==> config.mk <==
export PLATFORM = sky130hd
export DESIGN_NAME = uart_core_sched
export DESIGN_NICKNAME = d
export VERILOG_FILES = /design/src/rtl/uart_core_sched_pkg.sv /design/src/rtl/rr_arbiter.sv /design/src/rtl/uart_core_sched.sv
export SDC_FILE = /design/constraint.sdc
export NUM_CORES = 1
export LEC_CHECK = 0
export ABC_AREA = 1
export BUFFER_PORTS_ARGS = -buffer_cell sky130_fd_sc_hd__buf_2
export CORE_UTILIZATION = 38
export CTS_BUF_LIST = sky130_fd_sc_hd__clkbuf_8
export DETAILED_ROUTE_END_ITERATION = 7
export HOLD_SLACK_MARGIN = 0.06
export PLACE_DENSITY = 0.73
export SYNTH_ARGS = -nofsm -noshare
export SYNTH_HDL_FRONTEND = slang
export SYNTH_HIERARCHICAL = 1
export SYNTH_SLANG_ARGS = --single-unit
==> constraint.sdc <==
create_clock -name clk_i -period 0.9 [get_ports clk_i]
set_input_delay 0.18 -clock clk_i [delete_from_list [all_inputs] [get_ports clk_i]]
set_output_delay 0.18 -clock clk_i [all_outputs]
set_load 0.1 [all_outputs]
==> src/rtl/uart_core_sched_pkg.sv <==
// Shared types and register map for the uart_core transmit/receive sequencer.
package uart_core_sched_pkg;

  typedef enum logic [2:0] {
    S_IDLE,
    S_POLL_RD,
    S_POLL_WAIT,
    S_TX_WR,
    S_RX_RD,
    S_RX_WAIT,
    S_RX_GUARD
  } sched_state_t;

  localparam logic [3:0] ADDR_TXDATA = 4'h0;
  localparam logic [3:0] ADDR_STATUS = 4'h1;
  localparam logic [3:0] ADDR_RXDATA = 4'h2;

  localparam int STATUS_TX_READY_BIT = 0;

endpackage

==> src/rtl/rr_arbiter.sv <==
// Combinational round-robin arbiter: grants the first requester at or after
// the pointer, scanning upward and wrapping.
module rr_arbiter #(
  parameter int N     = 2,
  parameter int PTR_W = 1
) (
  input  logic [N-1:0]     req_i,
  input  logic [PTR_W-1:0] ptr_i,
  output logic [N-1:0]     gnt_o,
  output logic             any_req_o
);

  logic             found;
  logic [PTR_W-1:0] idx;

  // Scan from the pointer position and keep only the first hit.
  always_comb begin
    gnt_o = '0;
    found = 1'b0;
    idx   = '0;
    for (int i = 0; i < N; i++) begin
      idx = PTR_W'((int'(ptr_i) + i) % N);
      if (!found && req_i[idx]) begin
        gnt_o[idx] = 1'b1;
        found      = 1'b1;
      end
    end
  end

  assign any_req_o = |req_i;

endmodule

==> src/rtl/uart_core_sched.sv <==
// Avalon-MM master that sequences one uart_core: polls STATUS, writes
// round-robin granted TX bytes to TXDATA, and drains RXDATA on interrupt.
module uart_core_sched #(
  parameter int NUM_SRC = 2,
  parameter int ADDR_W  = 4
) (
  input  logic                 clk_i,
  input  logic                 arst_n_i,
  input  logic [NUM_SRC-1:0]   src_valid_i,
  input  logic [NUM_SRC*8-1:0] src_data_i,
  output logic [NUM_SRC-1:0]   src_ready_o,
  output logic [7:0]           rx_data_o,
  output logic                 rx_valid_o,
  input  logic                 rx_ready_i,
  input  logic                 irq_i,
  output logic [ADDR_W-1:0]    avm_address_o,
  output logic                 avm_read_o,
  output logic                 avm_write_o,
  output logic [7:0]           avm_writedata_o,
  input  logic [7:0]           avm_readdata_i,
  output logic                 busy_o
);

  import uart_core_sched_pkg::*;

  localparam int IW = $clog2(NUM_SRC);

  sched_state_t   state_q, state_d;
  logic [IW-1:0]  ptr_q, ptr_d;
  logic [IW-1:0]  gnt_idx_q, gnt_idx_d;
  logic [7:0]     rx_data_q, rx_data_d;
  logic           rx_valid_q, rx_valid_d;

  logic [NUM_SRC-1:0] arb_gnt;
  logic               arb_any;
  logic [IW-1:0]      arb_idx;

  rr_arbiter #(
    .N     (NUM_SRC),
    .PTR_W (IW)
  ) u_arb (
    .req_i     (src_valid_i),
    .ptr_i     (ptr_q),
    .gnt_o     (arb_gnt),
    .any_req_o (arb_any)
  );

  // Encode the one-hot grant so it can be latched and used as a data mux select.
  always_comb begin
    arb_idx = '0;
    for (int i = 0; i < NUM_SRC; i++) begin
      if (arb_gnt[i]) arb_idx = IW'(i);
    end
  end

  // Next-state and bus/handshake decode; strobes are pure functions of the
  // state so an asynchronous reset removes them at once.
  always_comb begin
    state_d         = state_q;
    ptr_d           = ptr_q;
    gnt_idx_d       = gnt_idx_q;
    rx_data_d       = rx_data_q;
    rx_valid_d      = rx_valid_q;
    avm_read_o      = 1'b0;
    avm_write_o     = 1'b0;
    avm_address_o   = '0;
    avm_writedata_o = '0;
    src_ready_o     = '0;

    if (rx_valid_q && rx_ready_i) rx_valid_d = 1'b0;

    unique case (state_q)
      S_IDLE: begin
        // A full RX buffer leaves the byte in the core until it drains.
        if (irq_i && !rx_valid_q) begin
          state_d = S_RX_RD;
        end else if (arb_any) begin
          gnt_idx_d = arb_idx;
          state_d   = S_POLL_RD;
        end
      end
      S_POLL_RD: begin
        avm_read_o    = 1'b1;
        avm_address_o = ADDR_W'(ADDR_STATUS);
        state_d       = S_POLL_WAIT;
      end
      S_POLL_WAIT: begin
        // A busy core drops the grant so IDLE can re-arbitrate (RX first).
        state_d = avm_readdata_i[STATUS_TX_READY_BIT] ? S_TX_WR : S_IDLE;
      end
      S_TX_WR: begin
        avm_write_o            = 1'b1;
        avm_address_o          = ADDR_W'(ADDR_TXDATA);
        avm_writedata_o        = src_data_i[{gnt_idx_q, 3'b000} +: 8];
        src_ready_o[gnt_idx_q] = 1'b1;
        ptr_d                  = (gnt_idx_q == IW'(NUM_SRC - 1)) ? '0 : gnt_idx_q + 1'b1;
        state_d                = S_IDLE;
      end
      S_RX_RD: begin
        avm_read_o    = 1'b1;
        avm_address_o = ADDR_W'(ADDR_RXDATA);
        state_d       = S_RX_WAIT;
      end
      S_RX_WAIT: begin
        rx_data_d  = avm_readdata_i;
        rx_valid_d = 1'b1;
        state_d    = S_RX_GUARD;
      end
      S_RX_GUARD: begin
        // Gives the core a cycle to deassert its level interrupt.
        state_d = S_IDLE;
      end
      default: state_d = S_IDLE;
    endcase
  end

  // State, arbitration pointer, latched grant and RX holding register.
  always_ff @(posedge clk_i or negedge arst_n_i) begin
    if (!arst_n_i) begin
      state_q    <= S_IDLE;
      ptr_q      <= '0;
      gnt_idx_q  <= '0;
      rx_data_q  <= '0;
      rx_valid_q <= 1'b0;
    end else begin
      state_q    <= state_d;
      ptr_q      <= ptr_d;
      gnt_idx_q  <= gnt_idx_d;
      rx_data_q  <= rx_data_d;
      rx_valid_q <= rx_valid_d;
    end
  end

  assign rx_data_o  = rx_data_q;
  assign rx_valid_o = rx_valid_q;
  assign busy_o     = (state_q != S_IDLE);

endmodule

==> metrics.md, run 1 <==
| Metric | Value |
|---|---|
| Num CTS Buffers | 3 |
| Root buf cell | clkbuf_8 |
| Clock Tree Buf Depth | 2 |
| Error | [ERROR DPL-0033] detailed placement checks failed during check placement. |
| Placed cell count | 218 |
| Exit stage | 4_1_cts |
| CTS H-tree depth | 1 |
| Syn Inst Count | 129 |
| HPWL after DPL | 2.30 mm |
| Post-synthesis cell area | 842 um^2 |
| Setup WS pre-CTS | -0.465 ns |
| PostCTS Resize Cnt | 34 |
| Gp weighted congestion | 0.757 |
| Initial Util | 41.6% |
| Status | stopped before the end |
| I/O Buffers | 53 |
| Mean area per synthesized cell | 6.53 um^2 |
| Synth warn | 6 |
| Vert. Die Dim | 49.1 um |
| Postcts setup bufs | 12 |
| Die X | 49.1 um |
| I/O pin cnt | 56 |
| CTS sink cnt | 14 |
| Cts hold-fix bufs | 1 |
| FP Rows | 16 |
-- per-stage QoR --
| step | area, um^2 | util [%] | hold slack (ns) | TNS (ns) |
|---|---|---|---|---|
| after floorplan | 972 | - | -0.116 | -10.06 |
| after global placement | 1690 | 83.8 | 0.0901 | -6.54 |
| after detailed placement | 1690 | 83.8 | 0.0903 | -8.44 |
==> run 2: changes to the inputs <==
--- a/config.mk
+++ b/config.mk
@@ -7,11 +7,10 @@
 export LEC_CHECK = 0
 export ABC_AREA = 1
 export BUFFER_PORTS_ARGS = -buffer_cell sky130_fd_sc_hd__buf_2
-export CORE_UTILIZATION = 38
-export CTS_BUF_LIST = sky130_fd_sc_hd__clkbuf_8
+export CORE_AREA = 2 2 63 65
 export DETAILED_ROUTE_END_ITERATION = 7
-export HOLD_SLACK_MARGIN = 0.06
-export PLACE_DENSITY = 0.73
+export DIE_AREA = 0 0 65 67
+export PLACE_DENSITY_LB_ADDON = 0.15
 export SYNTH_ARGS = -nofsm -noshare
 export SYNTH_HDL_FRONTEND = slang
 export SYNTH_HIERARCHICAL = 1
==> constraint.sdc (replaced) <==
create_clock -name clk_i -period 1.2 [get_ports clk_i]
set_input_delay 0.24 -clock clk_i [delete_from_list [all_inputs] [get_ports clk_i]]
set_output_delay 0.24 -clock clk_i [all_outputs]
set_load 0.1 [all_outputs]
==> metrics.md, run 2 <==
| Metric | Value |
|---|---|
| Final Hold Vio Count | 0 |
| DR vias | 967 |
| Final ANT Viol Nets | 0 |
| CP max FO | 10 |
| Synth warn | 6 |
| Gp weighted congestion | 0.754 |
| Num CTS Buffers | 3 |
| Number of global-route vias before repair | 940 |
| I/O Buffers | 53 |
| Gr usage total | 11.7% |
| Syn Inst Count | 129 |
| Failing checks | negative setup slack |
| Mean area per synthesized cell | 6.53 um^2 |
| CP max stage cell | dfrtp_2 |
| Critical path class | flop to output pin |
| Clock Tree Buf Depth | 2 |
| HPWL after DPL | 2.05 mm |
| Max Cap Violations | 0 |
| # diodes | 0 |
| Fmax | 643 MHz |
| Max Slew Vio Count | 0 |
| DR DRC count | 0 |
| Gr ovfl total | 0 |
| Worst setup slack after layout | -0.356 ns |
| Crit path capture type | output pin |
| Antenna violations before repair | 0 |
| Clock skew | 0.00212 ns |
| CTS sink cnt | 14 |
| Final setup fails | 15 |
| Final wirelength | 2.52 mm |
| Root buf cell | clkbuf_8 |
| Post-synthesis cell area | 842 um^2 |
| Die footprint | 0.00436 mm^2 |
| Worst EP arrival | 1.32 ns |
| CTS tree | built |
| FP Rows | 22 |
| Max FFs per register | 8 |
| CP delay by family, top | flip-flops |
| CTS H-tree depth | 1 |
| DRT iter0 DRCs | 16 |
| Clk slew on worst S/H paths | 0.06 ns |
| I/O pin cnt | 56 |
| First-pass GRT wire length | 3.99 mm |
| Hold Crit Class | input pin to flop |
| Most common cell after layout, fill and taps aside | nand2_1 |
| Die X | 65 um |
| Filler Cells Inserted | 344 |
| Vert. Die Dim | 67 um |
| Most frequent cells in the layout | nand2_1, buf_2, buf_12 |
| Vias/cell | 3.96 |
| Hold_ws | 0.177 ns |
| Startpoint types | flop |
| Layout cells sized above 1 | 54.1% |
| Status | complete, but fails checks |
| CP cell instances | inv_4 > nand3_4 > clkinv_8 > nand2_2 > clkinvlp_4 > buf_12 |
| Crit-path max cell delay | 0.44 ns |
| Avg WL per Cell | 10.3 um |
| Clock period minus worst slack | 1.56 ns |
| Layout area overhead | 114% |
| Nets | 227 |
| Critical path buffers and inverters | 4 |
| Period Utilization, post-route | 130% |
| WP data required | 0.96 ns |
| Largest net degree at the start of global routing | 15 |
| Initial Util | 23.4% |
| Drt pass-1 iters | 4 |
| Clock Latency Late Sink | 0.24 ns |
| Core outline area | 0.00361 mm^2 |
| RSZ-0062 raised after global routing | true |
==> run 2: area by class of cell <==
type / instances / area (um^2) / area share [%]
timing repair buffer: 65 / 734 / 40.7
multi-input combinational: 91 / 465 / 25.8
sequential: 14 / 355 / 19.7
inverter: 22 / 133 / 7.36
tap: 48 / 60.1 / 3.33
clock buffer: 4 / 55.1 / 3.05
==> run 2: repair_timing <==
item | CTS | global route
setup buffers | 1 | 0
hold buffers | 1 | 0
pin swaps | 3 | 7
endpoints found under the hold margin | 14 | 0
cloned | 0 | 1
setup endpoints to repair | 15 | 25
gates resized for setup | 2 | 4
==> run 2: through the flow <==
stage	util, %	setup WS [ns]	instance area (um^2)	setup TNS, ns	std cells
global placement	47.5	-0.125	1710	-1.23	238
detailed placement	47.5	-0.147	1710	-1.47	238
floorplan	-	-0.357	960	-4.58	130
CTS	49.6	-0.367	1790	-4.97	244
global route	50.0	-0.419	1800	-5.70	244
finish	50.0	-0.356	1800	-4.73	244
==> run 2: final timing paths <==
kind	cells past startpoint	from	to	slack [ns]
worst max register to register	6	state_q[0]$_DFFE_PN0P_	gnt_idx_q$_DFFE_PN0P_	0.05
max in group asynchronous	2	arst_n_i	state_q[2]$_DFFE_PN0P_	0.52
worst max-delay path	6	state_q[2]$_DFFE_PN0P_	avm_writedata_o[1]	-0.36
worst min-delay path	2	rx_ready_i	rx_valid_o$_DFFE_PN0P_	0.18
worst min register to register	2	ptr_q$_DFFE_PN0P_	ptr_q$_DFFE_PN0P_	0.53
min in group asynchronous	2	arst_n_i	rx_data_o[6]$_DFFE_PN0N_	0.42
==> run 2: per-layer routing <==
metal	up-vias	part of all wire, %	global-route usage (%)
met3	2	10	4.39
met2	39	48	20.1
met1	414	41	13.7
li1	512	-	-
met4	0	0.48	3.19
met5	-	0	0
Power of run 2 is not shown: default switching activity piles up to over one toggle a cycle in this logic, so the estimate is an artifact.
==> run 3: changes to the inputs <==
==> constraint.sdc (replaced) <==
create_clock -name clk_i -period 1.2 [get_ports clk_i]
set_input_delay 0.06 -clock clk_i [delete_from_list [all_inputs] [get_ports clk_i]]
set_output_delay 0.06 -clock clk_i [all_outputs]
set_load 0.1 [all_outputs]
==> metrics.md, run 3 (synthesized netlist as in run 2, its figures left out) <==
| Metric | Value |
|---|---|
| Num CTS Buffers | 3 |
| Critical Path Sink | src_ready_o[0] |
| Crit path from | state_q[2]$_DFFE_PN0P_ |
| Final core utilization | 49.8% |
| Final wirelength | 2.70 mm |
| Clk slew on worst S/H paths | 0.06 ns |
| Avg WL per Cell | 10.8 um |
| Status | complete, but fails checks |
| Drt pass-1 iters | 4 |
| Most common cell after layout, fill and taps aside | nand2_1 |
| Crit path capture type | output pin |
| CP max FO | 4 |
| Root buf cell | clkbuf_8 |
| Vias/cell | 4.09 |
| FP Rows | 22 |
| Nets | 234 |
| WP data required | 1.14 ns |
| Worst flop-to-flop path endpoint | state_q[0]$_DFFE_PN0P_ |
| Reg2reg path depth | 5 |
| Clock Latency Late Sink | 0.25 ns |
| Setup TNS | -2.58 ns |
| Gp weighted congestion | 0.740 |
| Period Utilization, post-route | 120% |
| Fmax | 695 MHz |
| Final setup fails | 15 |
| First-pass GRT wire length | 4.40 mm |
| Hold_ws | 0.00342 ns |
| Initial Util | 23.4% |
| Critical path buffers and inverters | 3 |
| Number of global-route vias before repair | 1037 |
| # diodes | 0 |
| Startpoint types | flop |
| Clock period minus worst slack | 1.44 ns |
| HPWL after DPL | 2.03 mm |
| Core outline area | 0.00361 mm^2 |
| Clock skew | 0.00561 ns |
| CTS sink cnt | 14 |
| CP delay by family, top | buffers and inverters |
| Die footprint | 0.00436 mm^2 |
| Placed cell count | 235 |
| Crit-path max cell delay | 0.42 ns |
| Hold Crit Class | input pin to flop |
| RSZ-0062 raised after global routing | true |
| Clock Tree Buf Depth | 2 |
| I/O Buffers | 53 |
| FF-to-FF Start | state_q[0]$_DFFE_PN0P_ |
| Gr usage total | 13.0% |
| CTS tree | built |
| Die X | 65 um |
| Layout area overhead | 113% |
| Max FFs per register | 8 |
| Final Non-Filler Cells | 251 |
| Failing checks | negative setup slack |
| Most frequent cells in the layout | nand2_1, buf_2, buf_12 |
| Cell depth of the worst setup path | 5 |
| Vert. Die Dim | 67 um |
| Max Cap Violations | 0 |
| R2R Setup Slk | 0.06 ns |
| Worst setup slack after layout | -0.238 ns |
| DR vias | 1026 |
| Layout cells sized above 1 | 57.1% |
| Final Hold Vio Count | 0 |
| DR DRC count | 0 |
| DRT iter0 DRCs | 46 |
| Antenna violations before repair | 0 |
| Largest net degree at the start of global routing | 15 |
| CP cell instances | inv_4 > nand3_4 > buf_4 > nor2_4 > buf_12 |
| Critical path class | flop to output pin |
| Final ANT Viol Nets | 0 |
| CP max stage cell | dfrtp_2 |
| Worst EP arrival | 1.38 ns |
| Gr ovfl total | 0 |
| I/O pin cnt | 56 |
| CTS H-tree depth | 1 |
| Max Slew Vio Count | 0 |
-- run 3: cell count changes in the layout (fill, tap and decap cells not counted), moves of 2 or more --
cell     before  now
buf_12       25   16
buf_2        29   38
nand2_2      10    1
nand2_4       2   11
buf_4         9   15
inv_4         1    3
nand3_2       2    0
nor2_1        8    6
-- run 3: timing repair --
item / in CTS / in global routing
hold endpoints to repair: 14 / 0
endpoints found under the setup margin: 15 / 19
pin swaps: 3 / 2
buffers inserted: 6 / 3
gates resized for setup: 10 / 13
cloned: 1 / 1
hold buffers: 1 / 0
-- run 3: layout make-up --
cell class | count | area (um^2)
fill | 349 | 1810
sequential | 14 | 357
timing repair buffer | 72 | 656
tap | 48 | 60.1
inverter | 22 | 136
timing repair inverter | 1 | 11.3
multi-input combinational | 90 | 519
clock buffer | 4 | 55.1
-- run 3: worst min-delay path by stage --
stage | startpoint | end | slack [ns] | cells past startpoint
2_1_floorplan | arst_n_i | gnt_idx_q$_DFFE_PN0P_ | -0.24 | 0
3_3_place_gp | arst_n_i | rx_data_o[7]$_DFFE_PN0N_ | -0.03 | 1
3_5_place_dp | arst_n_i | rx_data_o[7]$_DFFE_PN0N_ | -0.03 | 1
4_1_cts | rx_ready_i | rx_valid_o$_DFFE_PN0P_ | 0.002 | 2
5_1_grt | rx_ready_i | rx_valid_o$_DFFE_PN0P_ | 0.03 | 2
6_report | rx_ready_i | rx_valid_o$_DFFE_PN0P_ | 0.003 | 2
-- run 3: layer usage --
layer  vias to the layer above  share of wire (%)  GRT usage, %  wire length (um)
met5                         -                  0             0                 0
met2                        28                 51          24.1              1390
li1                        528                  -             -                 -
met4                         0                1.0          4.79                27
met3                         2                5.4          2.20               145
met1                       468                 42          14.9              1140
-- run 3: metrics by stage --
step                      worst slack, ns  area, um^2
after global placement             0.0230        1570
final                              -0.238        1790
after CTS                          -0.215        1730
after detailed placement         -0.00510        1570
after floorplan                    -0.224         978
after global routing               -0.272        1790
Power of run 3 is left out for the same reason.
==> run 4: changes to the inputs <==
--- a/config.mk
+++ b/config.mk
@@ -11,6 +11,7 @@
 export DETAILED_ROUTE_END_ITERATION = 7
 export DIE_AREA = 0 0 65 67
 export PLACE_DENSITY_LB_ADDON = 0.15
+export RECOVER_POWER = 25
 export SYNTH_ARGS = -nofsm -noshare
 export SYNTH_HDL_FRONTEND = slang
 export SYNTH_HIERARCHICAL = 1
==> constraint.sdc (replaced) <==
create_clock -name clk_i -period 1.4 [get_ports clk_i]
set_input_delay 0.07 -clock clk_i [delete_from_list [all_inputs] [get_ports clk_i]]
set_output_delay 0.07 -clock clk_i [all_outputs]
set_load 0.1 [all_outputs]
==> metrics.md, run 4 (synthesized netlist as in run 2, its figures left out) <==
| Metric | Value |
|---|---|
| Most common cell after layout, fill and taps aside | nand2_1 |
| Gr ovfl total | 0 |
| Nets | 224 |
| CTS sink cnt | 14 |
| Most frequent cells in the layout | nand2_1, buf_2, buf_12 |
| Layout area overhead | 87.5% |
| Placed Area | 0.00143 mm^2 |
| Number of global-route vias before repair | 860 |
| R2R Setup Slk | 0.19 ns |
| Avg WL per Cell | 10.1 um |
| Clock skew | 0.00384 ns |
| Worst Max-Slew Pin Slew | 0.760 ns |
| Final setup fails | 0 |
| CP cell instances | inv_4 > nand3_4 > clkinv_4 > nand2_2 > clkinvlp_4 > buf_12 |
| Startpoint types | flop |
| I/O Buffers | 53 |
| DR DRC count | 0 |
| Max Cap Violations | 0 |
| RSZ-0062 raised after global routing | true |
| Hold Crit Class | input pin to flop |
| Worst EP arrival | 1.32 ns |
| Largest net degree at the start of global routing | 15 |
| Max Slew Vio Count | 0 |
| Max FFs per register | 8 |
| HPWL after DPL | 1.83 mm |
| Gp weighted congestion | 0.764 |
| Die footprint | 0.00436 mm^2 |
| Critical path class | flop to output pin |
| Core outline area | 0.00361 mm^2 |
| CTS tree | built |
| Drt pass-1 iters | 4 |
| Worst slew margin relative to its limit | 49.4% |
| Final ANT Viol Nets | 0 |
| Num CTS Buffers | 3 |
| Met3 WL | 217 um |
| Status | finished clean |
| CTS H-tree depth | 1 |
| Met2 wire len | 1.21 mm |
| WP data required | 1.33 ns |
| Initial Util | 23.4% |
| Final Cell Area | 0.00158 mm^2 |
| Period Utilization, post-route | 99.5% |
| DRT iter0 DRCs | 14 |
| Layout cells sized above 1 | 49.7% |
| CP max FO | 5 |
| Final Hold Vio Count | 0 |
| Gr usage total | 10.8% |
| Clock Tree Buf Depth | 2 |
| First-pass GRT wire length | 3.62 mm |
| Antenna violations before repair | 0 |
| Crit-path max cell delay | 0.43 ns |
| Clock Latency Late Sink | 0.25 ns |
| Fmax | 718 MHz |
| CP max stage cell | dfrtp_2 |
| Root buf cell | clkbuf_8 |
| Uppermost routed layer | met3 |
| # diodes | 0 |
| FP Rows | 22 |
| Clk slew on worst S/H paths | 0.06 ns |
| DR vias | 977 |
| Crit path capture type | output pin |
| I/O pin cnt | 56 |
| Die X | 65 um |
| WL met1 | 1.01 mm |
| Vert. Die Dim | 67 um |
| Final wirelength | 2.43 mm |
| Vias/cell | 4.05 |
| Clock period minus worst slack | 1.39 ns |
-- run 4: cell count changes in the layout (fill, tap and decap cells not counted), sizes merged --
cell,delta
buf,-12
clkbuf,+1
clkinv,+1
clkinvlp,-1
dlygate4sd3,+1
-- run 4: metal layers --
metal	vias up	global-route usage, %
met3	0	4.22
met1	434	12.6
li1	508	-
met2	35	18.6
met4	0	2.39
met5	-	0
-- run 4: timing repair --
action,CTS,global route
hold endpoints to repair,15,0
resized for setup,6,10
pin swaps,0,1
hold buffers,2,0
setup buffers,3,2
gates cloned,0,1
endpoints found under the setup margin,8,9
-- run 4: metrics by stage --
stage          worst slack [ns]  utilization (%)  setup TNS, ns  instances  hold slack (ns)
5_1_grt                 -0.0671             43.8         -0.459        241           0.0689
4_1_cts                -0.00719             42.5        -0.0117        238           0.0558
3_5_place_dp              0.134             39.7              0        229          -0.0103
6_report                0.00663             43.8              0        241           0.0588
3_3_place_gp              0.169             39.7              0        229          -0.0154
2_1_floorplan            -0.152                -          -1.46        130           -0.226
-- run 4: cell type report --
class / count / area [um^2]
Inverter: 22 / 121
Timing Repair inverter: 1 / 6.26
Timing Repair Buffer: 62 / 562
Tap cell: 48 / 60.1
Sequential cell: 14 / 355
Fill cell: 371 / 2030
Clock buffer: 4 / 45.0
Multi-Input combinational cell: 90 / 429
-- run 4: worst paths after layout --
path	start	endpoint	cells past startpoint
max in group asynchronous	arst_n_i	state_q[1]$_DFFE_PN0P_	2
hold reg to reg	rx_data_o[4]$_DFFE_PN0N_	rx_data_o[4]$_DFFE_PN0N_	2
min in group asynchronous	arst_n_i	rx_data_o[4]$_DFFE_PN0N_	2
setup reg to reg	state_q[2]$_DFFE_PN0P_	gnt_idx_q$_DFFE_PN0P_	7
setup / recovery	state_q[2]$_DFFE_PN0P_	avm_writedata_o[7]	6
hold / removal	avm_readdata_i[1]	rx_data_o[1]$_DFFE_PN0N_	3
-- run 4: worst max-delay path, delay by kind of cell, from the launching register on --
family                 cells  cell delay (ns)
DFF                        1             0.43
buffers and inverters      4             0.45
and+or+nand+nor            2             0.20
Power of run 4 is left out for the same reason.
